--- config.mk ---
export PLATFORM = sky130hd
export DESIGN_NAME = qport_serial_tx
export DESIGN_NICKNAME = d
export VERILOG_FILES = /design/src/rtl/qport_serial_tx.sv
export SDC_FILE = /design/constraint.sdc
export NUM_CORES = 1
export LEC_CHECK = 0
export CAP_MARGIN = 20
export CELL_PAD_IN_SITES_DETAIL_PLACEMENT = 0
export CELL_PAD_IN_SITES_GLOBAL_PLACEMENT = 1
export CORE_UTILIZATION = 48
export CTS_BUF_LIST = sky130_fd_sc_hd__clkbuf_4 sky130_fd_sc_hd__clkbuf_8 sky130_fd_sc_hd__clkbuf_16
export DETAILED_ROUTE_END_ITERATION = 6
export PLACE_DENSITY_LB_ADDON = 0.2
export SETUP_SLACK_MARGIN = 0.15
export SLEW_MARGIN = 5
export SYNTH_ARGS = -nofsm -noshare
export SYNTH_HDL_FRONTEND = slang
export SYNTH_SLANG_ARGS = --single-unit
--- constraint.sdc ---
create_clock -name clk -period 2.74 [get_ports clk]
set_input_delay 0.685 -clock clk [delete_from_list [all_inputs] [get_ports clk]]
set_output_delay 0.685 -clock clk [all_outputs]
set_load 0.005 [all_outputs]
--- src/rtl/qport_serial_tx.sv ---
// Q-register output port: buffers CPU writes to Q in a small FIFO and sends
// each byte as an 8N1 frame (start, 8 data bits LSB first, stop) on txd.
`timescale 1ns/1ps
module qport_serial_tx #(
  parameter int DEPTH        = 4,
  parameter int CLKS_PER_BIT = 4
) (
  input  logic                   clk,
  input  logic                   reset,
  input  logic                   qStrobe,
  input  logic [7:0]             qData,
  output logic                   txd,
  output logic                   busy,
  output logic                   full,
  output logic                   empty,
  output logic                   overflow,
  output logic [$clog2(DEPTH):0] level
);
  localparam int PTR_W = $clog2(DEPTH);
  localparam int LVL_W = PTR_W + 1;
  localparam int DIV_W = (CLKS_PER_BIT > 1) ? $clog2(CLKS_PER_BIT) : 1;

  typedef enum logic [1:0] {S_IDLE, S_START, S_DATA, S_STOP} state_t;

  state_t           r_state;
  state_t           w_state_next;
  logic [7:0]       r_mem [DEPTH];
  logic [PTR_W-1:0] r_wr_ptr;
  logic [PTR_W-1:0] r_rd_ptr;
  logic [LVL_W-1:0] r_level;
  logic             r_overflow;
  logic [7:0]       r_shift;
  logic [DIV_W-1:0] r_div;
  logic [2:0]       r_bit_idx;
  logic             w_pop;
  logic             w_push;
  logic             w_div_done;
  logic             w_txd;
  logic             w_busy;

  assign w_div_done = (r_div == DIV_W'(CLKS_PER_BIT - 1));
  // A full FIFO still accepts a byte when the head leaves at the same edge.
  assign w_push     = qStrobe && ((r_level < LVL_W'(DEPTH)) || w_pop);

  always_ff @(posedge clk or posedge reset) begin
    if (reset) r_state <= S_IDLE;
    else       r_state <= w_state_next;
  end

  always_comb begin
    w_state_next = r_state;
    case (r_state)
      S_IDLE:  if (w_pop) w_state_next = S_START;
      S_START: if (w_div_done) w_state_next = S_DATA;
      S_DATA:  if (w_div_done && (r_bit_idx == 3'd7)) w_state_next = S_STOP;
      S_STOP:  if (w_div_done) w_state_next = S_IDLE;
      default: w_state_next = S_IDLE;
    endcase
  end

  always_comb begin
    w_txd  = 1'b1;
    w_busy = 1'b1;
    w_pop  = 1'b0;
    case (r_state)
      S_IDLE: begin
        w_busy = 1'b0;
        w_pop  = (r_level != '0);
      end
      S_START: w_txd = 1'b0;
      S_DATA:  w_txd = r_shift[0];
      default: w_txd = 1'b1;
    endcase
  end

  always_ff @(posedge clk or posedge reset) begin
    if (reset) begin
      r_wr_ptr   <= '0;
      r_rd_ptr   <= '0;
      r_level    <= '0;
      r_overflow <= 1'b0;
    end else begin
      if (w_push) r_wr_ptr <= r_wr_ptr + PTR_W'(1);
      if (w_pop)  r_rd_ptr <= r_rd_ptr + PTR_W'(1);
      if (w_push && !w_pop)      r_level <= r_level + LVL_W'(1);
      else if (!w_push && w_pop) r_level <= r_level - LVL_W'(1);
      if (qStrobe && !w_push) r_overflow <= 1'b1;
    end
  end

  // Storage has no reset so it can map onto RAM; validity is tracked by r_level.
  always_ff @(posedge clk) begin
    if (w_push) r_mem[r_wr_ptr] <= qData;
  end

  always_ff @(posedge clk or posedge reset) begin
    if (reset) begin
      r_shift   <= 8'hFF;
      r_div     <= '0;
      r_bit_idx <= '0;
    end else begin
      if (w_pop)
        r_shift <= r_mem[r_rd_ptr];
      else if ((r_state == S_DATA) && w_div_done)
        r_shift <= {1'b1, r_shift[7:1]};

      if ((r_state == S_IDLE) || w_div_done) r_div <= '0;
      else                                   r_div <= r_div + DIV_W'(1);

      if (r_state != S_DATA) r_bit_idx <= '0;
      else if (w_div_done)   r_bit_idx <= r_bit_idx + 3'd1;
    end
  end

  assign txd      = w_txd;
  assign busy     = w_busy;
  assign full     = (r_level == LVL_W'(DEPTH));
  assign empty    = (r_level == '0);
  assign overflow = r_overflow;
  assign level    = r_level;
endmodule

==> results.toml <==
[run_status]
status = "complete, no violations"

[final_layout]
final_nets = 199
area_growth_pct = 14.7
n_antenna_cell = 0
drive_gt1_share_pct = 20.0

[clock_network]
root_buffer = "clkbuf_8"
post_cts_buffers = 0
cts_buffers = 5
cts_max_path_buffers = 2
clock_sinks = 55
cts-resized-gates = 0
clkTransAtPathRegs_ps = 100
cts_tree = "built"
htree_levels = 2
cts_hold_buf = 0
clk_latency_ps = 310

[drt]
dr.pass1.iters = 4
wl_met2_um = 1940
drt.antenna.violating_nets = 0
wl_per_cell_um = 14.8
wl_met3_um = 111
viasPerCell = 5.12
drt-met1-wl_um = 1460
vias = 1239
top_layer_used = "met4"
drc = 0
wl_um = 3590
drtIter0Drc = 34

[global_routing]
grt_pass1_vias = 1279
track_usage_pct = 15.8
grt-ovfl-total = 0
grt_max_degree = 24
antenna_found_initial = 0
grt_pass1_wl_um = 6040

[pwr]
vdd_ir_drop_max_mv = 0.653
power.total_mw = 2.98
leakagePower_nw = 1.09
power_frac_clock_pct = 18.4
p_comb_share_pct = 35.2
p_seq_share_pct = 46.4
switchingPower_mw = 0.961
p_per_area_nw_per_um2 = 1070
swShare_pct = 32.3
p_int_mw = 2.01

[place]
routabilityCongestion = 0.701
port_buffers = 18
hpwl_um = 2570

[setup_path]
required_ps = 2980
max_stage_delay_ps = 690
critPathArrivalTime_ps = 2690
start_kind = "flop"
cp.buffers_inverters = 1
crit_slowest_cell = "o31ai_4"
timing.reg2reg.setup_slack_ps = 290
path_class = "flop to flop"
worst_setup_path_end_kind = "flop"
worst-path-max-fanout = 19
crit_top_cell = "xor2_1"
cp_cell_sequence = "o31ai_4 -> ha_1 -> inv_1 -> fa_1 -> xor2_1 -> nor2_1 -> xor2_1"
cpLargestDelayFamily = "compound AO/OA/AOI/OAI gates"

[sta]
tightest_slew_ps = 714
final-setup-viol-count = 0
fin_skew_ps = 11.0
relSlewSlack_pct = 52.4
rsz0062_at_grt = "yes"
finalCritPeriodShare_pct = 89.4
hold_viol = 0
fmax_mhz = 408
drv_slew = 0
finalSetupTns_ps = 0
min_period_ps = 2450

[synthesis]
ys_seq_elements = 55
async_flop_share_pct = 41.8
ys.flop_type = "edfxtp_1"
postSynthAreaPerCell_um2 = 15.8
synthesis.area_um2 = 2420
synth_cells = 153
synthTopCellsByCount = "edfxtp_1 (32), dfrtp_1 (15), nor2_1 (14), ha_1 (13)"
syn_nets = 178
synth_warnings = 0
yosysMostFrequentCell = "edfxtp_1"
synthTopCellsByArea = "edfxtp_1 (40%), dfrtp_1 (15%), dfstp_2 (8.7%)"
synth_edf_count = 32
yosysSeqAreaShare_pct = 63.8
netlist-cell-type-count = 30
synth_top_area_share_pct = 39.6
synth_area_leader_cell = "edfxtp_1"

[floorplanning]
die_y_um = 73.1
dieArea_um2 = 5340
num_rows = 25
die_x_um = 73.1
coreArea_um2 = 4790
start_util_pct = 50.7
ios = 19

[run]
drv_cap = 0

[min_path]
hold_class = "flop to flop"
[worst register-to-register path, stage by stage, from the launching register on]
cell and delay [ps]:
dfrtp_1 490, o31ai_4 690, ha_1 310, inv_1 60, fa_1 380, xor2_1 170, nor2_1 110, xor2_1 160
[logic make-up after synthesis]
family                   count (synthesis)  synth area share [%]
AO/OA/AOI/OAI                           16                  5.00
adder cells (fa/ha/maj)                 14                  7.53
flip-flops                              55                  63.8
multiplexers                            20                  12.7
buffers and inverters                   15                  3.15
AND/OR/NAND/NOR                         26                  5.31
XOR/XNOR                                 7                  2.53
[routing by layer]
metal	global-route usage [%]	vias up
met4	6.32	0
met2	28.3	19
met1	17.7	617
met5	0	-
li1	-	594
met3	4.28	9
[through the flow]
stage | area (um2) | hold slack (ps) | utilization (%) | setup slack, ps | cells
after floorplan | 2420 | 408 | - | 539 | 153
after global placement | 2660 | 420 | 55.6 | 305 | 234
after detailed placement | 2660 | 421 | 55.6 | 228 | 234
after CTS | 2780 | 435 | 58.0 | 232 | 242
after global routing | 2780 | 474 | 58.1 | 89.5 | 242
final | 2780 | 432 | 58.1 | 290 | 242
[power groups by stage]
stage | clock [mW] | sequential, mW | combinational, mW
2_1_floorplan | 0 | 1.29 | 0.873
3_3_place_gp | 0 | 1.39 | 1.01
3_5_place_dp | 0 | 1.41 | 1.06
4_1_cts | 0.555 | 1.39 | 1.06
5_1_grt | 0.581 | 1.42 | 1.16
6_report | 0.548 | 1.38 | 1.05
[cell usage in the layout, fill, tap and decap left out]
cell type        count
nand2_1              2
dfrtp_1             15
o21ai_0              1
o221ai_2             1
o211ai_1             1
bufinv_16            1
nor3b_1              2
a21boi_2             1
buf_4                2
clkbuf_8             5
a21oi_1              9
edfxtp_1            32
ha_2                 1
ha_1                12
clkinv_4             1
and2_1               4
mux2i_1              9
or4b_4               1
mux2_4               1
mux2_2               2
mux4_2               8
xnor2_1              4
nor2_1              14
xor2_1               3
fa_1                 1
a21boi_0             1
o31ai_4              1
dfstp_2              8
inv_1                9
clkdlybuf4s50_1     18
nor3_1               3
inv_6                1
a31o_2               1
[path summary, 6_finish.rpt]
check / cells after the start / endpoint / start
setup / recovery: 7 / level[2] / level[1]
hold / removal: 1 / r_div[0] / r_div[0]
setup reg to reg: 7 / level[2] / level[1]
max in group asynchronous: 3 / r_shift[1] / reset
hold reg to reg: 1 / r_div[0] / r_div[0]
min in group asynchronous: 3 / r_div[1] / reset
[registers in the layout, summed over array words and instances, names as in the netlist]
register   flops
level          3
overflow       1
r_bit_idx      3
r_div          2
r_mem         32
r_rd_ptr       2
r_shift        8
r_state        2
r_wr_ptr       2
[layout make-up]
type	count	area [um2]
sequential	55	1550
timing repair buffer	20	195
clock inverter	3	47.5
tap	67	83.8
fill	395	2010
clock buffer	5	68.8
inverter	9	33.8
multi-input combinational	83	805
(Power assumes the default switching activity.)
